`config.mk`:
```
export PLATFORM = sky130hd
export DESIGN_NAME = execute_muldiv
export DESIGN_NICKNAME = d
export VERILOG_FILES = /design/src/rtl/execute_muldiv.sv
export SDC_FILE = /design/constraint.sdc
export NUM_CORES = 2
export LEC_CHECK = 0
export BUFFER_PORTS_ARGS = -buffer_cell sky130_fd_sc_hd__buf_2
export CORE_MARGIN = 10
export CORE_UTILIZATION = 25
export DETAILED_ROUTE_END_ITERATION = 16
export HOLD_SLACK_MARGIN = 0.02
export MAX_ROUTING_LAYER = met4
export PLACE_DENSITY = 0.46
export SLEW_MARGIN = 15
export SYNTH_ARGS = -nofsm -noshare
export SYNTH_HDL_FRONTEND = slang
export SYNTH_SLANG_ARGS = --single-unit
```
`constraint.sdc`:
```
create_clock -name clk -period 10.05 [get_ports clk]
set_input_delay 0.5025 -clock clk [delete_from_list [all_inputs] [get_ports clk]]
set_output_delay 0.5025 -clock clk [all_outputs]
set_load 0.005 [all_outputs]
```
`src/rtl/execute_muldiv.sv`:
```
// Multi-cycle M-extension unit: registered multiplier plus a radix-2 restoring divider.
// Define MULDIV_DIV_EN to build the divider; without it, divide ops complete at once with illegal=1.
module execute_muldiv #(
    parameter int XLEN = 32,
    parameter int REGW = 5
) (
    input  logic            clk,
    input  logic            rst_n,
    input  logic            in_valid,
    output logic            in_ready,
    input  logic [2:0]      funct3,
    input  logic [XLEN-1:0] rs1_val,
    input  logic [XLEN-1:0] rs2_val,
    input  logic [REGW-1:0] rd_in,
    input  logic            flush,
    output logic            out_valid,
    output logic [XLEN-1:0] result,
    output logic [REGW-1:0] rd_out,
    output logic            busy,
    output logic            illegal
);
    localparam logic [1:0] S_IDLE = 2'd0;
    localparam logic [1:0] S_MUL  = 2'd1;
`ifdef MULDIV_DIV_EN
    localparam logic [1:0] S_DIV  = 2'd2;
`endif
    localparam logic [1:0] S_DONE = 2'd3;

    logic [1:0]      state_q, state_d;
    logic [XLEN-1:0] op_a_q, op_a_d;
    logic [XLEN-1:0] op_b_q, op_b_d;
    logic [1:0]      fn_q, fn_d;
    logic [REGW-1:0] rd_pend_q, rd_pend_d;
    logic [XLEN-1:0] result_q, result_d;
    logic [REGW-1:0] rd_out_q, rd_out_d;
    logic            illegal_q, illegal_d;

    logic              accept;
    logic              a_sign, b_sign;
    logic [2*XLEN-1:0] a_ext, b_ext, product;

`ifdef MULDIV_DIV_EN
    localparam int CW = $clog2(XLEN);
    localparam logic [XLEN-1:0] MIN_NEG = {1'b1, {(XLEN-1){1'b0}}};

    logic [XLEN-1:0] quo_q, quo_d;
    logic [XLEN-1:0] rem_q, rem_d;
    logic [CW-1:0]   count_q, count_d;
    logic            neg_quo_q, neg_quo_d;
    logic            neg_rem_q, neg_rem_d;

    logic            in_signed, sa, sb, div_zero, div_ovf;
    logic [XLEN-1:0] mag_a, mag_b, special_res;
    logic [XLEN:0]   rem_sh, diff;
    logic [XLEN-1:0] rem_nx, quo_nx, q_fix, r_fix;
`endif

    assign accept    = in_valid && (state_q == S_IDLE) && !flush;
    assign in_ready  = (state_q == S_IDLE);
    assign busy      = (state_q != S_IDLE);
    assign out_valid = (state_q == S_DONE) && !flush;
    assign result    = result_q;
    assign rd_out    = rd_out_q;
    assign illegal   = illegal_q && out_valid;

    // fn_q[1:0]: 00 MUL, 01 MULH (s*s), 10 MULHSU (s*u), 11 MULHU (u*u)
    assign a_sign  = (fn_q != 2'b11);
    assign b_sign  = !fn_q[1];
    assign a_ext   = {{XLEN{a_sign & op_a_q[XLEN-1]}}, op_a_q};
    assign b_ext   = {{XLEN{b_sign & op_b_q[XLEN-1]}}, op_b_q};
    assign product = a_ext * b_ext;

`ifdef MULDIV_DIV_EN
    assign in_signed = !funct3[0];
    assign sa        = in_signed & rs1_val[XLEN-1];
    assign sb        = in_signed & rs2_val[XLEN-1];
    assign mag_a     = sa ? -rs1_val : rs1_val;
    assign mag_b     = sb ? -rs2_val : rs2_val;
    assign div_zero  = (rs2_val == '0);
    assign div_ovf   = in_signed && (rs1_val == MIN_NEG) && (rs2_val == '1);

    always_comb begin
        special_res = '0;
        if (div_zero) begin
            special_res = funct3[1] ? rs1_val : '1;
        end else if (div_ovf) begin
            special_res = funct3[1] ? '0 : rs1_val;
        end
    end

    // One restoring step: shift in the next dividend bit, keep the trial difference if it did not borrow.
    assign rem_sh = {rem_q, quo_q[XLEN-1]};
    assign diff   = rem_sh - {1'b0, op_b_q};
    assign rem_nx = diff[XLEN] ? rem_sh[XLEN-1:0] : diff[XLEN-1:0];
    assign quo_nx = {quo_q[XLEN-2:0], ~diff[XLEN]};
    assign q_fix  = neg_quo_q ? -quo_nx : quo_nx;
    assign r_fix  = neg_rem_q ? -rem_nx : rem_nx;
`endif

    always_comb begin
        state_d   = state_q;
        op_a_d    = op_a_q;
        op_b_d    = op_b_q;
        fn_d      = fn_q;
        rd_pend_d = rd_pend_q;
        result_d  = result_q;
        rd_out_d  = rd_out_q;
        illegal_d = illegal_q;
`ifdef MULDIV_DIV_EN
        quo_d     = quo_q;
        rem_d     = rem_q;
        count_d   = count_q;
        neg_quo_d = neg_quo_q;
        neg_rem_d = neg_rem_q;
`endif
        if (flush && (state_q != S_IDLE)) begin
            state_d = S_IDLE;
        end else begin
            case (state_q)
                S_IDLE: begin
                    if (accept) begin
                        op_a_d    = rs1_val;
                        op_b_d    = rs2_val;
                        fn_d      = funct3[1:0];
                        rd_pend_d = rd_in;
                        if (!funct3[2]) begin
                            state_d = S_MUL;
                        end else begin
`ifdef MULDIV_DIV_EN
                            if (div_zero || div_ovf) begin
                                result_d  = special_res;
                                rd_out_d  = rd_in;
                                illegal_d = 1'b0;
                                state_d   = S_DONE;
                            end else begin
                                quo_d     = mag_a;
                                rem_d     = '0;
                                op_b_d    = mag_b;
                                count_d   = '0;
                                neg_quo_d = sa ^ sb;
                                neg_rem_d = sa;
                                state_d   = S_DIV;
                            end
`else
                            result_d  = '0;
                            rd_out_d  = rd_in;
                            illegal_d = 1'b1;
                            state_d   = S_DONE;
`endif
                        end
                    end
                end
                S_MUL: begin
                    result_d  = (fn_q == 2'b00) ? product[XLEN-1:0] : product[2*XLEN-1:XLEN];
                    rd_out_d  = rd_pend_q;
                    illegal_d = 1'b0;
                    state_d   = S_DONE;
                end
`ifdef MULDIV_DIV_EN
                S_DIV: begin
                    quo_d   = quo_nx;
                    rem_d   = rem_nx;
                    count_d = count_q + 1'b1;
                    if (count_q == CW'(XLEN - 1)) begin
                        result_d  = fn_q[1] ? r_fix : q_fix;
                        rd_out_d  = rd_pend_q;
                        illegal_d = 1'b0;
                        state_d   = S_DONE;
                    end
                end
`endif
                S_DONE: begin
                    state_d = S_IDLE;
                end
                default: begin
                    state_d = S_IDLE;
                end
            endcase
        end
    end

    always_ff @(posedge clk) begin
        if (!rst_n) begin
            state_q   <= S_IDLE;
            op_a_q    <= '0;
            op_b_q    <= '0;
            fn_q      <= '0;
            rd_pend_q <= '0;
            result_q  <= '0;
            rd_out_q  <= '0;
            illegal_q <= 1'b0;
`ifdef MULDIV_DIV_EN
            quo_q     <= '0;
            rem_q     <= '0;
            count_q   <= '0;
            neg_quo_q <= 1'b0;
            neg_rem_q <= 1'b0;
`endif
        end else begin
            state_q   <= state_d;
            op_a_q    <= op_a_d;
            op_b_q    <= op_b_d;
            fn_q      <= fn_d;
            rd_pend_q <= rd_pend_d;
            result_q  <= result_d;
            rd_out_q  <= rd_out_d;
            illegal_q <= illegal_d;
`ifdef MULDIV_DIV_EN
            quo_q     <= quo_d;
            rem_q     <= rem_d;
            count_q   <= count_d;
            neg_quo_q <= neg_quo_d;
            neg_rem_q <= neg_rem_d;
`endif
        end
    end
endmodule

```
Yosys cells after proc, flatten, opt, wreduce, memory -nomap -nowiden --
Index checks and enable logic that the tools add are counted.
Storage, ports and cells: latch bits 0, memories 0, register bits after elaboration 111, input port bits 76, bits in writable memories 0, logic and storage cells 45, output and inout port bits 41, ROM bits 0
Cells by class: shift operators 0, divide/modulo/power cells 0, order comparisons 0, reductions and logical operators 14, bitwise gates (word level) 4, equal/unequal tests 5, add/sub/neg operators 0, multiplexer cells 13, multipliers 1
Operators by type and width (count):
- $mux W32 | 3
- $mul A33 B33 Y64 | 1
- $pmux W32 S2 | 1
- $mux W5 | 2
- $pmux W5 S2 | 1
- $logic_and A1 B1 Y1 | 5
- $logic_not A2 Y1 | 2
- $mux W2 | 2
- $ne A2 B1 Y1 const B | 2
- $pmux W2 S2 | 1
- $reduce_and A4 Y1 | 1
- $reduce_bool A2 Y1 | 2
- $reduce_and A3 Y1 | 1
- $and A1 B1 Y1 | 2
- $eq A2 B1 Y1 const B | 1
- $eq A2 B2 Y1 const B | 1
- $logic_not A1 Y1 | 2
- $mux W1 | 2
- $ne A2 B2 Y1 const B | 1
- $not A1 Y1 | 2
- $pmux W1 S2 | 1
- $reduce_or A2 Y1 | 1

Depth between registers and ports, before layout --
depth in word-level cells 5, mapped depth 31, mapped depth without buffers 28

Worst setup path after synthesis --
No wires, ideal clock.
path kind reg-to-reg, start point register op_a_q[31], end point register result_q[29] (netlist: result[29]), setup slack 1440 ps, cell stages (with the launch flop) 31, library setup time 117 ps, clock period less this slack 8610 ps, path buffers 4, required time 9933 ps, arrival 8493 ps, cell sequence dfxtp_1 clkbuf_1 a21boi_0 clkbuf_1 clkbuf_1 nand2_1 fa_1 fa_1 inv_1 fa_1 inv_1 fa_1 inv_1 fa_1 fa_1 fa_1 inv_1 fa_1 inv_1 ha_1 clkbuf_1 a21oi_1 o21ai_0 a221oi_1 o21ai_0 a211oi_1 o21ai_0 a41oi_1 or3_1 nand4_1 a22o_1
Between the ends: word-level cells in the longest chain between the ends 4
Ends and longest elaborated chain:
- start, declared | RTL line 30 | logic [XLEN-1:0] op_a_q, op_a_d;
- start signal, assigned | RTL line 201 | op_a_q <= op_a_d;
- $and A1 B1 Y1 | RTL line 69 | assign a_ext = {{XLEN{a_sign & op_a_q[XLEN-1]}}, op_a_q};
- $mul A33 B33 Y64 * | RTL line 71 | assign product = a_ext * b_ext;
- $mux W32 * | RTL line 154 | result_d = (fn_q == 2'b00) ? product[XLEN-1:0] : product[2*XLEN-1:XLEN];
- $pmux W32 S2 * | RTL line 119 | case (state_q)
- end signal, assigned | RTL line 205 | result_q <= result_d;
- end, declared | RTL line 34 | logic [XLEN-1:0] result_q, result_d;
Every way passes the cells marked *; elsewhere a longest branch is shown, timed or not. A chain may end at the register's enable or synchronous reset.

Worst setup path after layout --
start point register fn_q[1], end point register result_q[29] (netlist: result[29])
Between the ends: word-level cells in the longest chain between the ends 5, elaborated cells on any way between the ends 8, those cells by class mul: 1; eq/ne: 1; mux: 2; bitwise: 2; reduce/logical: 2
Ends and longest elaborated chain:
- start, declared | RTL line 32 | logic [1:0] fn_q, fn_d;
- start signal, assigned | RTL line 203 | fn_q <= fn_d;
- $ne A2 B2 Y1 or $logic_not A1 Y1 (tied branches) | RTL line 67, 68
- $and A1 B1 Y1, on equally long branches | RTL line 69, 70
- $mul A33 B33 Y64 | RTL line 71
- $mux W32 * | RTL line 154
- $pmux W32 S2 * | RTL line 119
Marked as above.

==> Flow_metrics.wiki <==
{| class="wikitable"
! Metric !! Value
|-
| Run status || completed
|-
| Crit path max-delay cell type || sky130_fd_sc_hd__fa_1
|-
| Clock input transition at the sequential cells of the worst setup and hold paths || 0.12 ns
|-
| PD cells || 44.4 mW/mm2
|-
| Maximum clock path buffer count || 2
|-
| Unique cell type count in the Yosys netlist || 62
|-
| Weighted congestion at the end of routability-driven global placement || 0.883
|-
| Number of gates resized after cts || 0
|-
| Setup repair after global routing missed its margin || false
|-
| Worst-path maximum fanout || 10
|-
| Signed area change from the synthesized netlist to the final layout || 8.04%
|-
| Mux share of post-synthesis cell area || 0.0713%
|-
| Overflow left after global routing || 0
|-
| Synth warn || 0
|-
| Measured slew at the worst slew-check pin || 1.22 ns
|-
| Die Y-Extent || 431 um
|-
| Endpoint with the worst hold slack || op_b_q[28]
|-
| Multi-input gate area in the final layout || 0.0347 mm2
|-
| Area taken by flip-flops and latches || 0.00223 mm2
|-
| All-layer global routing usage || 14.6%
|-
| IO Pins || 117
|-
| Number of synthesized flops with an enable pin || 0
|-
| Count of max-cap constraint violations || 0
|-
| Share of the synthesized area in compound gates (AO/OA/AOI/OAI) || 5.28%
|-
| Number of placement rows || 150
|-
| Hold-critical path depth || 3
|-
| Wire length of the first global-routing pass || 205000 um
|-
| Die width || 431 um
|-
| Final Total Pwr || 2.02 mW
|-
| ANT nets after route || 0
|-
| Synth Flop Type || sky130_fd_sc_hd__dfxtp_1
|-
| Drc violations || 0
|-
| Cells after synthesis || 4689
|-
| Main combinational cell family by area after synthesis || adder cells
|-
| Number of antenna violations at the first check in global routing || 8
|-
| Endpoint kind of the worst setup timing path || flop
|-
| Fraction of synthesized cell area in xor and xnor cells || 1.45%
|-
| Final number of hold-violating endpoints || 0
|-
| Static leakage power || 22.1 nW
|-
| Sink Count || 111
|-
| Fillers || 18.2k
|-
| Setup Skew || 0.0209 ns
|-
| Floorplan die area || 0.185 mm2
|-
| Cell at the root of the clock tree || sky130_fd_sc_hd__clkbuf_16
|-
| Worst endpoint data arrival time || 9.39 ns
|-
| Avg Synthesized Cell Area || 8.99 um2
|-
| Number of setup violations in the final report || 0
|-
| Total Routed Length || 129000 um
|-
| Cell Area, Synth || 0.0421 mm2
|-
| Length in cells of the worst reg-to-reg path || 28
|-
| Highest achievable clock rate || 111 MHz
|-
| Latest clock arrival within the worst-skew pair || 0.45 ns
|-
| Post-route fraction of the period consumed by the critical path || 90.0%
|-
| Vias post-DR || 30.4k
|-
| Async set-or-reset flop fraction in the synthesized netlist || 0%
|-
| Layout cells sized above 1 || 5.47%
|-
| CTS tree || done
|-
| Portion of the post-synthesis area used by sequential elements || 5.27%
|-
| Launching instance or port of the critical path || fn_q[1]
|-
| Area share of the largest cell type after synthesis || 53.4%
|-
| First-iteration detailed-routing DRC count || 1576
|-
| Clock buffer count from CTS || 9
|-
| Largest area contributor in the synthesized netlist || sky130_fd_sc_hd__fa_1
|-
| Post-synthesis sequential element count || 111
|-
| Post-synth top cells || sky130_fd_sc_hd__fa_1, sky130_fd_sc_hd__inv_1, sky130_fd_sc_hd__nand2_1
|-
| Maximum number of pins on one net before global-route repair || 71
|-
| Area share of fa/ha/maj cells after synthesis || 59.7%
|-
| Clock period minus final worst setup slack || 9.04 ns
|-
| WL per Instance || 18.8 um
|-
| Effective utilization at floorplan || 25.2%
|-
| Setup bufs post-CTS || 0
|-
| Required time of the worst setup path || 10.40 ns
|-
| Max-slew headroom at the worst pin || 18.6%
|-
| Core Box Area || 0.167 mm2
|-
| Detailed Place HPWL || 109000 um
|-
| Crit path largest cell delay || 0.63 ns
|-
| Most numerous cell in the Yosys netlist || sky130_fd_sc_hd__fa_1
|-
| Total negative setup slack || 0 ns
|-
| Number of global-route vias before repair || 33.9k
|-
| R2r setup slk || 1.01 ns
|-
| Number of iterations in the first detailed-routing pass || 5
|-
| Maximum VDD drop || 0.102 mV
|-
| Library cell appearing most often on the critical path || sky130_fd_sc_hd__fa_1
|-
| Worst hold path class || input port to flop
|-
| Fraction of the mapped netlist area in simple logic gates || 15.8%
|-
| Top cells by area, synth || sky130_fd_sc_hd__fa_1, sky130_fd_sc_hd__inv_1, sky130_fd_sc_hd__nand2_1, sky130_fd_sc_hd__ha_1, sky130_fd_sc_hd__and2_1
|-
| Net Count, Synth || 6102
|-
| Number of H-tree branching levels || 3
|-
| Launch point of the worst hold path || rs2_val[28]
|-
| Number of buffers inserted by port buffering || 116
|-
| Sort of element at the start of the critical path || flop
|-
| Fin nets || 6050
|-
| Average vias per placed instance || 4.43
|-
| Hold Buf Count CTS || 0
|-
| Capture instance of the worst register-to-register path || result[29]
|-
| Crit Reg-Reg Startpoint || fn_q[1]
|-
| Share of the core filled with cells || 27.2%
|-
| Class of the most critical setup path || flop to flop
|-
| Number of pins exceeding their max-slew limit in the final report || 0
|}
[placed cells by master, fill, tap and decap left out, types with 9 or more instances in the layout]
master                      instances
sky130_fd_sc_hd__a21o_1            21
sky130_fd_sc_hd__xor2_1            28
sky130_fd_sc_hd__xnor2_1           42
sky130_fd_sc_hd__a21oi_1           66
sky130_fd_sc_hd__nor2_1            75
sky130_fd_sc_hd__o21ai_0           58
sky130_fd_sc_hd__buf_4             90
sky130_fd_sc_hd__and2_1           368
sky130_fd_sc_hd__dfxtp_2            9
sky130_fd_sc_hd__nand2_1          896
sky130_fd_sc_hd__buf_2            115
sky130_fd_sc_hd__a222oi_1          10
sky130_fd_sc_hd__fa_1            1125
sky130_fd_sc_hd__nand3_1           16
sky130_fd_sc_hd__nand2b_1          10
sky130_fd_sc_hd__ha_1             212
sky130_fd_sc_hd__a21boi_0          74
sky130_fd_sc_hd__nand4_1           10
sky130_fd_sc_hd__dfxtp_1          102
sky130_fd_sc_hd__inv_1           1122
sky130_fd_sc_hd__a221oi_1          10
sky130_fd_sc_hd__clkbuf_16          9
sky130_fd_sc_hd__nor2b_1           27
sky130_fd_sc_hd__or2_2             13
sky130_fd_sc_hd__a22oi_1            9
[cells by family (layout without fill, tap and decap cells)]
logic type / Yosys count / after routing
compound gates: 323 / 323
xor+xnor: 70 / 70
fa+ha+maj: 1337 / 1337
buf+inv: 1392 / 1345
flops: 111 / 111
mux: 3 / 3
other cells: 0 / 2
simple gates: 1453 / 1453
[flip-flops by register name (all words and copies together) (netlist names)]
signal,count
fn_q,2
illegal_q,1
op_a_q,32
op_b_q,32
rd_out,5
rd_pend_q,5
result,32
state_q,2
[final cells by class]
cell class / instances / share of cell area (%)
Antenna cell: 2 / 0.0110
Clock buffer: 9 / 0.495
Clock inverter: 7 / 0.225
Inverter: 1122 / 9.25
Multi-Input combinational cell: 3186 / 76.2
Sequential cell: 111 / 4.91
Tap cell: 2204 / 6.06
Timing Repair Buffer: 207 / 2.84
[worst max-delay path by stage]
stage	slack [ns]	endpoint	cells after the start
after floorplan	1.44	result[29]	30
after global placement	1.07	result[29]	22
after detailed placement	0.95	result[29]	28
after CTS	0.90	result[31]	28
after global routing	0.40	result[29]	28
final	1.01	result[29]	28
[metrics by stage]
step	instance area [um2]	hold slack, ns	setup slack [ns]	cells
2_1_floorplan	42100	0.443	1.44	4689
3_3_place_gp	45200	0.448	1.07	6830
3_5_place_dp	45200	0.454	0.952	6830
4_1_cts	45500	0.246	0.898	6846
5_1_grt	45500	0.281	0.405	6847
6_report	45500	0.287	1.01	6848
[power breakdown]
group          switching [mW]  total, mW  internal [mW]
clock network           0.277      0.467          0.190
registers              0.0603      0.516          0.456
logic                   0.677       1.04          0.362
total                    1.01       2.02           1.01
[worst max-delay path, delay by kind of cell (launching register included)]
kind	cells	cell delay, ns
DFF	1	0.37
AOI/OAI and AO/OA	9	2.28
buffers and inverters	7	1.28
and+or+nand+nor	3	0.38
adders and majority gates	9	4.59
[per-layer routing]
layer	vias to the layer above	GRT usage [%]	share of wire, %
met3	113	1.31	3.5
met4	0	2.68	1.9
met5	-	-	0
li1	13400	-	-
met1	16300	18.2	43
met2	588	25.8	52
No activity file was read; power rests on OpenSTA's default activity.
